## src/rtl/led_sequencer.sv

```systemverilog
// Three-LED status sequencer: prescaled step tick plus four display patterns
// (blink, alternate, chase, bounce) selected by a mode-advance pulse.
module led_sequencer #(
    parameter int DIV   = 25000000,
    parameter int DIV_W = 25
) (
    input  logic       CLK,
    input  logic       RST,
    input  logic       EN,
    input  logic       MODE_NEXT,
    output logic       LED0,
    output logic       LED1,
    output logic       LED2,
    output logic [1:0] MODE,
    output logic       TICK
);

    typedef enum logic [1:0] {
        M_BLINK  = 2'd0,
        M_ALT    = 2'd1,
        M_CHASE  = 2'd2,
        M_BOUNCE = 2'd3
    } mode_e;

    localparam logic [DIV_W-1:0] CNT_LAST = DIV_W'(DIV - 1);

    mode_e            mode_q, mode_d;
    logic [2:0]       pat_q, pat_d;
    logic [DIV_W-1:0] cnt_q, cnt_d;
    logic             dir_q, dir_d;
    logic             tick_q, tick_d;

    function automatic logic [2:0] init_pat(input mode_e m);
        case (m)
            M_BLINK: init_pat = 3'b000;
            M_ALT:   init_pat = 3'b101;
            default: init_pat = 3'b001;
        endcase
    endfunction

    // Returns {dir, pat} after one step; any off-sequence pattern restarts
    // the mode from its initial pattern.
    function automatic logic [3:0] step_pat(input mode_e m, input logic [2:0] p,
                                            input logic d);
        step_pat = {1'b0, init_pat(m)};
        case (m)
            M_BLINK: if (p == 3'b000) step_pat = {1'b0, 3'b111};
            M_ALT:   if (p == 3'b101) step_pat = {1'b0, 3'b010};
            M_CHASE: begin
                if (p == 3'b001)      step_pat = {1'b0, 3'b010};
                else if (p == 3'b010) step_pat = {1'b0, 3'b100};
            end
            M_BOUNCE: begin
                if (p == 3'b001)                step_pat = {1'b0, 3'b010};
                else if (p == 3'b010 && !d)     step_pat = {1'b1, 3'b100};
                else if (p == 3'b100)           step_pat = {1'b1, 3'b010};
            end
            default: step_pat = {1'b0, 3'b000};
        endcase
    endfunction

    always_comb begin
        mode_d = mode_q;
        pat_d  = pat_q;
        cnt_d  = cnt_q;
        dir_d  = dir_q;
        tick_d = 1'b0;
        // A mode advance overrides a coincident step.
        if (MODE_NEXT) begin
            mode_d = mode_e'(mode_q + 2'd1);
            pat_d  = init_pat(mode_e'(mode_q + 2'd1));
            cnt_d  = '0;
            dir_d  = 1'b0;
        end else if (EN) begin
            if (cnt_q == CNT_LAST) begin
                cnt_d          = '0;
                {dir_d, pat_d} = step_pat(mode_q, pat_q, dir_q);
                tick_d         = 1'b1;
            end else begin
                cnt_d = cnt_q + DIV_W'(1);
            end
        end
    end

    always_ff @(posedge CLK) begin
        if (RST) begin
            mode_q <= M_BLINK;
            pat_q  <= 3'b000;
            cnt_q  <= '0;
            dir_q  <= 1'b0;
            tick_q <= 1'b0;
        end else begin
            mode_q <= mode_d;
            pat_q  <= pat_d;
            cnt_q  <= cnt_d;
            dir_q  <= dir_d;
            tick_q <= tick_d;
        end
    end

    assign {LED2, LED1, LED0} = pat_q;
    assign MODE               = mode_q;
    assign TICK               = tick_q;

endmodule
```

## config.mk

```make
export PLATFORM = sky130hd
export DESIGN_NAME = led_sequencer
export DESIGN_NICKNAME = d
export VERILOG_FILES = /design/src/rtl/led_sequencer.sv
export SDC_FILE = /design/constraint.sdc
export NUM_CORES = 1
export LEC_CHECK = 0
export ABC_AREA = 1
export CAP_MARGIN = 20
export CORE_MARGIN = 4
export CORE_UTILIZATION = 43
export DETAILED_ROUTE_END_ITERATION = 8
export PLACE_DENSITY_LB_ADDON = 0.1
export SLEW_MARGIN = 10
export SYNTH_ARGS = -nofsm -noshare
export SYNTH_HDL_FRONTEND = slang
export SYNTH_SLANG_ARGS = --single-unit
```

## constraint.sdc

```tcl
create_clock -name CLK -period 1.5 [get_ports CLK]
set_input_delay 0.3 -clock CLK [delete_from_list [all_inputs] [get_ports CLK]]
set_output_delay 0.3 -clock CLK [all_outputs]
set_load 0.05 [all_outputs]
```

Yosys cells after proc, flatten, opt, wreduce, memory -nomap -nowiden. Index checks and enable logic that the tools add are counted.

$add $sub $neg: 2. Multiply operators: 0. Divide/modulo/power cells: 0. Magnitude comparators: 0. Eq/ne operators: 9. Shifts and indexed selects: 0. Muxes and demuxes: 15. Bitwise logic cells: 1. Reduce and logical (&&, ||, !) cells: 11.

Operator list (count): $add A25 B1 Y25 const B (1); $eq A25 B25 Y1 const B (1); $mux W25 (1); $mux W3 (7); $pmux W4 S4 (1); $mux W4 (3); $pmux W3 S2 (2); $eq A3 B3 Y1 const B (2); $eq A2 B1 Y1 const B (2); $eq A2 B2 Y1 const B (2); $logic_not A2 Y1 (2); $reduce_and A2 Y1 (2); $reduce_bool A2 Y1 (2); $eq A3 B1 Y1 const B (1); $eq A3 B2 Y1 const B (1); $logic_not A3 Y1 (1); $reduce_or A3 Y1 (1); $add A2 B1 Y2 const B (1); $reduce_or A2 Y1 (1); $logic_and A1 B1 Y1 (1); $logic_not A1 Y1 (1); $mux W1 (1); $not A1 Y1 (1).

Register bits: 32. Latch bits: 0. RAM bits: 0. Bits in read-only memories: 0. Input port bits: 4. Logic and storage cells: 43. Memories: 0.

Longest topological paths before layout.
Word-level depth: 9. Depth in mapped cells: 11. Depth with buffers taken out: 11.

Least setup slack after synthesis. OpenSTA, ideal clock, no wires.

Path kind: register to register. Start: register mode_q[0] (netlist: MODE[0]). End: register pat_q[1]. Setup time: 125 ps. Arrival: 1473 ps. Data required time: 1375 ps. Setup slack: -98 ps. Stages on the path, launching flop included: 7. Cell sequence: dfxtp_1 -> inv_1 -> ha_1 -> nand4_1 -> nand3_1 -> o21ai_0 -> o22ai_1.

Longest elaborated chain between the ends: 5. Elaborated cells on any way between the ends: 8.

Ends and longest elaborated chain: start, declared (RTL line 27) `mode_e mode_q, mode_d;`; start signal, assigned (RTL line 93) `mode_q <= mode_d;`; $eq A2 B2 Y1, or another cell as far along (RTL line 46) `case (m)`; $pmux W4 S4 (*) (RTL line 46); $mux W3 (*) (RTL line 75) `if (cnt_q == CNT_LAST) begin`; $mux W3 (*) (RTL line 74) `end else if (EN) begin`; $mux W3 (*) (RTL line 69) `if (MODE_NEXT) begin`; end signal, assigned (RTL line 94) `pat_q <= pat_d;`; end, declared (RTL line 28) `logic [2:0] pat_q, pat_d;`.

Every way passes the cells marked *; elsewhere a longest branch is shown, timed or not. The select of a mux whose other input is x is not followed. A chain may end at the register's enable or synchronous reset.

Final worst setup path.
Start: register cnt_q[0]. End: register cnt_q[9].

Longest elaborated chain between the ends: 2. Elaborated cells on any way between the ends: 3.

Ends and longest elaborated chain: start, declared (RTL line 29) `logic [DIV_W-1:0] cnt_q, cnt_d;`; start signal, assigned (RTL line 95) `cnt_q <= cnt_d;`; $add A25 B1 Y25 or $eq A25 B25 Y1 (tied branches) (RTL line 80, 75); $mux W25 (*) (RTL line 75).

Every way passes the cells marked *; elsewhere a longest branch is shown, timed or not.

==> run metrics <==
Arrival @ worst endpoint around 1700 ps; Residual DRC 0; cell area after synthesis 1930 µm²; Via density approximately 5; Worst Hold Class register to register; post-layout min period approximately 1500 ps; fmax ~660 MHz; synth warn 0; PortBufs 9; DR vias roughly 2000; storage element area 653 µm²; Clock Skews roughly 5.3 ps; pin count of the biggest net entering global routing 12; CTS sink count 32; ANT nets after route 0; Hold-fix buffers, CTS 0; Iteration-0 DRC Markers approximately 160; CP required around 1700 ps; VDD IR max about 0.46 mV; Setup violations, final 2; leak pwr roughly 1.1 nW; multi-input gate area in the final layout 1230 µm²; # nets final 360; Setup WS post-layout -10.9 ps; num ports 10; share of layout cells above drive strength 1 approximately 29%; wire length per cell about 13 µm; synth top area cells dfxtp_1 33%, nand2_1 13%, inv_1 8.5%; Row Count 24; Pwr Density between 600 and 700 nW/µm²; Num CTS Buffers 5; drt first pass iters 4; final wirelength between 5 and 6 mm; insertion delay to the later sink of the worst-skew pair 280 ps; H-tree Lvls 2; Synth top area share around a third; Critical Path Fanout Max 5; Slew HR 78.8%; Core ar. between 4000 and 5000 µm²; initial antenna violation count 0; CTS tree built; first-pass GRT wire length 7.92 mm; Initial Util around 44%; die height roughly 75 µm; max-slew violation count 0; CTS Root Cell clkbuf_8; Critical Path Start Type register; clock transition at the registers of the reported paths about 70 ps; CP Capture Type register; RSZ-0062 raised after global routing yes; detailed placement HPWL 3.75 mm; GP Congestion roughly 0.9; register area share after synthesis about a third; failing checks setup timing; total global-route track usage between 10% and 20%; Tot Pwr between 0.0015 and 0.002 W; Netlist cell types 30; number of global-route vias before repair 1755; Hold Vio Cnt, Final 0; cell taking the most area after synthesis dfxtp_1; Area Growth Syn to Fin 39.2%; Maximum Capacitance Violations 0; Synth Register Bits 32; Max clock buf depth 2; global route overflow 0; Min Hold Slack between 400 and 500 ps; ant diodes 0; outcome finished with violations; Worst Max-Slew Pin Slew ~320 ps; Die Width roughly 75 µm; Mean Syn Cell Area 6.42 µm²; Post-Syn Instances roughly 300; period utilization 101%; WS Path Type register to register; Layout fillers approximately 410; die area between 5000 and 6000 µm²; Synthesized Nets between 300 and 400
cell usage after synthesis, drive strengths merged:
cell and instances:
nor2 50, o21a 2, inv 49, a21oi 17
xor2 1, and3 1, nand4 11, ha 6
nand2 71, buf 3, nand3b 2, nor3b 2
o21ai 12, a21boi 1, nand3 26, dfxtp 32
clkinv 1, or2 2, o22ai 3, nor3 9
layout by cell type, fill, tap and decap left out, types with 7 or more instances in the layout:
| cell type | Yosys | final |
|---|---|---|
| inv_1 | 44 | 42 |
| a21oi_1 | 17 | 13 |
| dfxtp_2 | 0 | 7 |
| buf_12 | 0 | 7 |
| nor2_1 | 43 | 37 |
| nand2_1 | 67 | 65 |
| nor3_1 | 8 | 7 |
| buf_4 | 1 | 32 |
| nand4_1 | 11 | 11 |
| nand3_1 | 24 | 20 |
| dfxtp_1 | 32 | 24 |
| nor2_4 | 3 | 7 |
sequential cells by signal (all words and copies together) (netlist names):
name,flops
pat_q,3
MODE,2
TICK,1
dir_q,1
cnt_q,25
per-stage QoR:
step | TNS [ps] | utilization (%) | instance area (µm²) | setup slack [ps] | std cells
2_1_floorplan | 0 | - | 1940 | 12.7 | 301
3_3_place_gp | -5630 | 54.7 | 2380 | -324 | 391
3_5_place_dp | -5890 | 54.7 | 2380 | -328 | 391
4_1_cts | 0 | 57.8 | 2520 | 2.67 | 400
5_1_grt | -1170 | 61.8 | 2690 | -96.4 | 403
6_report | -18.0 | 61.8 | 2690 | -10.9 | 403
what timing repair did:
item,in CTS,in global routing
endpoints found under the setup margin,17,22
buffers inserted,1,2
gates resized for setup,9,42
gates cloned,0,1
pin swaps,1,15
layout make-up:
cell class,instances,share of cell area (%)
clock buffers,6,3.07
clock inverters,2,0.372
inverters,50,7.16
multi-input cells,216,45.6
flip-flops and latches,32,24.3
well taps,52,2.42
repair buffers,45,17.1
path summary, 6_finish.rpt:
path	start	endpoint	slack, ps	depth (start not counted)
worst min-delay path	dir_q	dir_q	480	2
worst min register to register	dir_q	dir_q	480	2
worst max-delay path	cnt_q[0]	cnt_q[9]	-10	10
worst max register to register	cnt_q[0]	cnt_q[9]	-10	10
kinds of logic after synthesis:
kind of cell | after synthesis | share of synthesized area [%]
flops | 32 | 33.1
buf+inv | 53 | 10.9
compound gates | 35 | 9.64
xor+xnor | 1 | 0.453
fa+ha+maj | 6 | 3.88
simple gates | 174 | 41.9
critical path, cell delays in order (launching register included):
cell	delay [ps]
dfxtp_2	350
ha_4	150
nand2_4	60
nor2_4	100
nand2_4	90
nor2_4	150
nand3_4	100
nand2_4	140
buf_12	140
a21oi_4	30
o21a_1	90
metal layers:
metal	global-route usage, %	wire length, µm	vias to the layer above
met5	0	0	-
met1	24.5	2330	912
met2	30.0	2460	38
met3	4.01	204	7
li1	-	-	1061
met4	4.74	46	0
report_power, final:
part / switching [W] / total (W) / internal (W)
Clock: 0.000333 / 0.000699 / 0.000366
Combinational: 0.000135 / 0.000246 / 0.000111
Sequential: 0.0000218 / 0.000882 / 0.000860
Power figures use the tool's default switching activity.
==> variant 1 (same settings) <==
Make the reset (`RST`) asynchronous in one clocked block.
--- a/src/rtl/led_sequencer.sv
+++ b/src/rtl/led_sequencer.sv
@@ -84,3 +84,3 @@
 
-    always_ff @(posedge CLK) begin
+    always_ff @(posedge CLK or posedge RST) begin
         if (RST) begin
Formal check against the unedited RTL: differs if RST is asserted again (counterexample within 4 cycles, from zero or initial values and one cycle with RST high); with RST held inactive, the same outputs for 10 cycles.
==> variant 1 against the unedited design <==
- the flow still finishes with violations (negative setup slack)
- core utilization increased by 4.3 points
- worst setup slack worse by 0.11 ns
- via count increased by 17%
- cell area grew 20%
- fmax decreased by 6.6%
- critical path type unchanged
- cell count rose by 13%
- global-route usage is 2.7 points higher
- synthesized cell count rose by 7.3%
- critical endpoint is now cnt_q[14]
- sequential cell count is the same
- highest routed layer unchanged
- wire length grew 28%
- area after synthesis is 15% higher
Power is not compared: it rests on default switching activity, and its combinational part moved more than twofold at a synthesized area within 25%.
==> variant 1: results (changes against the unedited design) <==
- Status: finished, violations left (unchanged)
- Failing checks: negative setup slack (unchanged)
- Most flop-heavy register: cnt_q (unchanged)
- Via count: 2,371 (was 2,018)
- Clk_lat worst skew: approximately 0.29 ns
- Critical-path maximum fanout: 7 (was 5)
- CP max stage cell: dfrtp_1 (was dfxtp_2)
- Largest net degree at the start of global routing: 33 (was 12)
- Final Worst Setup Slack: -0.118 ns (was -0.0109 ns)
- Worst-margin pin slew: 0.314 ns (was 0.318 ns)
- Register area share after synthesis: 36.0% (was 33.1%)
- Top cells by count, synth: 90 x nand2_1, 42 x nor2_1, 40 x inv_1 (was 67 x nand2_1, 44 x inv_1, 43 x nor2_1)
- Placer's final routability congestion estimate: 0.857 (was 0.878)
- Dpl ws: -0.282 ns (was -0.328 ns)
- Post-synthesis compound-gate area fraction: 7.25% (was 9.64%)
- Arrival time worst endpoint: 1.79 ns (was 1.69 ns)
- First-pass GRT wire length: 10,500 um (was 7920 um)
- Critical Path Max Stage Delay: 0.37 ns (was 0.35 ns)
- Avg WL per Cell: 14.2 um (was 12.5 um)
- Hold crit path type: input port to asynchronous set/reset pin (was flop to flop)
- Setup tns final: -2.03 ns (was -0.0180 ns)
- Synth async-reset ratio: 100% (was 0%)
- Area after DPL: 2810 um^2 (was 2380 um^2)
- Distinct cells, synth: 35 (was 30)
- Clk root buf: clkbuf_8 (unchanged)
- Synth top area cells: dfrtp_1 36%, nand2_1 15%, nor2_1 7.1%, inv_1 6.7%, nand3_1 5.6% (was dfxtp_1 33%, nand2_1 13%, inv_1 8.5%, nor2_1 8.3%, nand3_1 6.2%)
- Number of flip-flops in the largest register: 25 (unchanged)
- Final Setup Violations: 26 (was 2)
- XOR/XNOR share of the synthesized area: 1.57% (was 0.453%)
- Top cell family by delay on the critical path: simple AND/OR/NAND/NOR gates (unchanged)
- Final HPWL DP: 4540 um (was 3750 um)
- Syn nets: 333 (was 311)
- Post-Synth Adder-Cell Area: 3.37% (was 3.88%)
- Antenna violations before repair: 0 (unchanged)
- Gr usage total: 21.1% (was 18.3%)
- Layout cell share with drive strength beyond 1: 34.7% (was 29.1%)
- Clock Skews: 0.0131 ns (was 0.00533 ns)
- Clk slew on worst S/H paths: 0.07 ns (about the same)
- First DRT Iteration DRCs: 190 (was 155)
- Vias in the first global route: 2,268 (was 1,755)
- Synthesis Warnings: 0 (unchanged)
- Filler cells: 428 (was 414)
- Nets: 398 (was 360)
==> variant 1: layout make-up <==
type | count | area share, %
clock buffers | 7 | 2.99
well taps | 67 | 2.60
clock inverters | 1 | 0.931
inverters | 42 | 5.35
repair inverters | 1 | 0.504
flip-flops and latches | 32 | 25.0
repair buffers | 61 | 17.9
multi-input cells | 245 | 44.7
==> variant 1: per-stage QoR <==
stage	util [%]	cells	total power, mW
3_5_place_dp	57.5	443	2.07
6_report	66.1	456	3.03
3_3_place_gp	57.5	443	2.07
4_1_cts	60.7	452	2.99
5_1_grt	66.1	456	3.20
2_1_floorplan	-	323	1.66
==> variant 1: worst reg2reg max path: cells and delay by family, from the launching register on <==
kind	cells	cell delay [ns]
fa+ha+maj	1	0.20
flops	1	0.37
buf+inv	3	0.26
simple gates	7	0.68
==> variant 1: final timing paths <==
| path | endpoint | slack (ns) | depth (start not counted) | startpoint |
|---|---|---|---|---|
| min | cnt_q[6] | 0.36 | 3 | RST |
| max | cnt_q[14] | -0.12 | 11 | cnt_q[1] |
| min in group CLK | dir_q | 0.51 | 2 | dir_q |
| max in group asynchronous | cnt_q[7] | 0.95 | 3 | RST |
| max reg2reg | cnt_q[14] | -0.12 | 11 | cnt_q[1] |
| min reg2reg | dir_q | 0.51 | 2 | dir_q |
==> variant 1: routing by layer <==
layer  wire (um)  GRT usage [%]
met2        3120           33.3
met5           0              0
met4         112           7.43
met3         321           3.84
met1        2910           28.7
==> variant 1: cell families (layout without fill, tap and decap cells) <==
logic type                 count (synthesis)  in the layout
and+or+nand+nor                          207            207
buffers and inverters                     46            112
DFF                                       32             32
AOI/OAI and AO/OA                         28             28
adders and majority gates                  6              6
xor gates and xnor gates                   4              4
==> variant 1: repair_timing <==
action | CTS | global route
buffers inserted | 1 | 4
pin swaps | 0 | 10
resized for setup | 7 | 59
endpoints found under the setup margin | 28 | 30
gates cloned | 0 | 1
==> variant 1: power by group through the flow <==
| stage | Clock [mW] | Sequential [mW] | Combinational, mW |
|---|---|---|---|
| floorplan | 0 | 1.19 | 0.478 |
| detailed placement | 0 | 1.05 | 1.02 |
| global route | 0.981 | 1.04 | 1.18 |
| global placement | 0 | 1.04 | 1.02 |
| finish | 0.925 | 1.03 | 1.08 |
| CTS | 0.929 | 1.03 | 1.03 |
==> variant 2 (same settings) <==
Without the edit above. `DIV_W`: 25 -> 29.
--- a/src/rtl/led_sequencer.sv
+++ b/src/rtl/led_sequencer.sv
@@ -4,3 +4,3 @@
     parameter int DIV   = 25000000,
-    parameter int DIV_W = 25
+    parameter int DIV_W = 29
 ) (
Check against the original RTL: same outputs for any inputs over 10 cycles, from zero or initial values and one cycle with RST high; that may be too few to reach the edited logic, so the function may still have changed.
==> variant 2 against the unedited design <==
- via count rose by 11%
- core utilization fell by 3.8 points
- largest cell class unchanged
- total power rose by 5.6%
- wire length rose by 9.4%
- first-iteration DRC count fell by 23%
- worst setup slack improved by 0.020 ns
- cell area rose by 10%
- area after synthesis rose by 17%
- sequential cell count rose by 4
- critical endpoint is now cnt_q[17]
- global-route usage rose by 0.26 points
==> variant 2: results (changes against the unedited design) <==
- Largest net degree at the start of global routing: 14 (was 12)
- # port buffers: 9 (unchanged)
- CTS max path bufs: 2 (unchanged)
- Hold crit path type: flop to flop (unchanged)
- Synthesis Warnings: 0 (unchanged)
- Met1 global-route usage: 24.8% (was 24.5%)
- Clock Skews: 0.00579 ns (was 0.00533 ns)
- First-pass GRT wire length: 9290 um (was 7920 um)
- CP max stage cell: dfxtp_4 (was dfxtp_2)
- Most flop-heavy register: cnt_q (unchanged)
- GRT met2 Usage: 29.1% (was 30.0%)
- Avg WL per Cell: 11.7 um (was 12.5 um)
- Nets: 410 (was 360)
- Detailed Routing Iterations Pass 1: 4 (unchanged)
- Distinct cells, synth: 31 (was 30)
- Clk root buf: clkbuf_8 (unchanged)
- Top cells by count, synth: 94 x nand2_1, 64 x nor2_1, 46 x inv_1 (was 67 x nand2_1, 44 x inv_1, 43 x nor2_1)
- Int Pwr: 1.41 mW (was 1.34 mW)
- Met2 WL: 2590 um (was 2460 um)
- Total Power: 1.93 mW (was 1.83 mW)
- Antenna violations before repair: 0 (unchanged)
- Synth top area cells: dfxtp_1 32%, nand2_1 16%, nor2_1 11%, inv_1 7.6%, nor2_4 4.5% (was dfxtp_1 33%, nand2_1 13%, inv_1 8.5%, nor2_1 8.3%, nand3_1 6.2%)
- Vias in the first global route: 2,053 (was 1,755)
- Critical Path Max Stage Delay: 0.36 ns
- First DRT Iteration DRCs: 120 (was 155)
- Worst-margin pin slew: 0.240 ns (was 0.318 ns)
- Metal3 WL: 108 um (was 204 um)
- Layout cell share with drive strength beyond 1: 27.8% (was 29.1%)
- Diode count: 0 (unchanged)
- Met3 Track Usage GR: 3.70% (was 4.01%)
- Top cell family by delay on the critical path: simple AND/OR/NAND/NOR gates (unchanged)
- Status: finished clean (was finished, violations left)
- # H-tree levels: 2 (unchanged)
- Synth async-reset ratio: 0% (unchanged)
- Routed metal-1 wirelength: 2710 um (was 2330 um)
- Gr usage total: 18.6% (was 18.3%)
- P_clk: 0.667 mW (was 0.699 mW)
- Critical-path maximum fanout: 5 (unchanged)
- Arrival time worst endpoint: 1.72 ns (was 1.69 ns)
- P_leak: 1.23 nW (was 1.14 nW)
- Number of flip-flops in the largest register: 29 (was 25)
- CTS Buf Count: 5 (unchanged)
- Synth Flop Type: dfxtp_1 (unchanged)
- Via count: 2,234 (was 2,018)
- Syn nets: 362 (was 311)
- Max layer used: met4 (unchanged)
- Post-synth EDFFs: 0 (unchanged)
- Clk_lat worst skew: 0.29 ns
- Register area share after synthesis: 31.9% (was 33.1%)
- Sequential power share: 51.1% (was 48.3%)
- Placer's final routability congestion estimate: 0.841 (was 0.878)
- Worst VDD drop: 418 uV (was 456 uV)
- Final HPWL DP: 4060 um (was 3750 um)
-- variant 2: cell types whose count changed after synthesis, moves of 4 or more --
cell and change:
nand2_1 +27, nor3_1 +4, nand2_2 +5, dfxtp_1 +4
nand4_1 -7, nor2_1 +21, nor2_4 +6, nand3_1 -6
-- variant 2: path summary, 6_finish.rpt --
path	from	to	slack (ns)	cells after the start
setup / recovery	cnt_q[0]	cnt_q[17]	0.009	11
hold / removal	dir_q	dir_q	0.47	2
setup reg to reg	cnt_q[0]	cnt_q[17]	0.009	11
hold reg to reg	dir_q	dir_q	0.47	2
-- variant 2: through the flow --
step | TNS, ns | utilization (%) | cells | area (um^2) | setup slack (ns)
after floorplan | 0 | - | 352 | 2260 | 0.00498
after global placement | -7.09 | 52.4 | 455 | 2680 | -0.352
after detailed placement | -7.11 | 52.4 | 455 | 2680 | -0.371
after CTS | -0.0226 | 54.4 | 463 | 2780 | -0.0101
after global routing | -0.816 | 58.0 | 470 | 2960 | -0.0968
final | 0 | 58.0 | 470 | 2960 | 0.00910
-- variant 2: kinds of logic after synthesis --
family / count (synthesis) / synth area share, %
XOR/XNOR: 4 / 1.55
AO/OA/AOI/OAI: 30 / 7.15
adder cells (fa/ha/maj): 6 / 3.33
AND/OR/NAND/NOR: 225 / 47.1
buffers and inverters: 51 / 8.98
flip-flops: 36 / 31.9
-- variant 2: layout make-up --
class / count / area (um^2)
Sequential cell: 36 / 741
Inverter: 49 / 184
Tap cell: 70 / 87.6
Clock inverter: 1 / 5.00
Fill cell: 513 / 2150
Multi-Input combinational cell: 265 / 1430
Timing Repair Buffer: 43 / 447
Clock buffer: 6 / 72.6
-- variant 2: repair_timing --
item	CTS	global route
buffers inserted	1	6
resized for setup	6	38
gates cloned	0	1
setup endpoints to repair	26	26
endpoints found under the hold margin	0	0
pin swaps	3	14
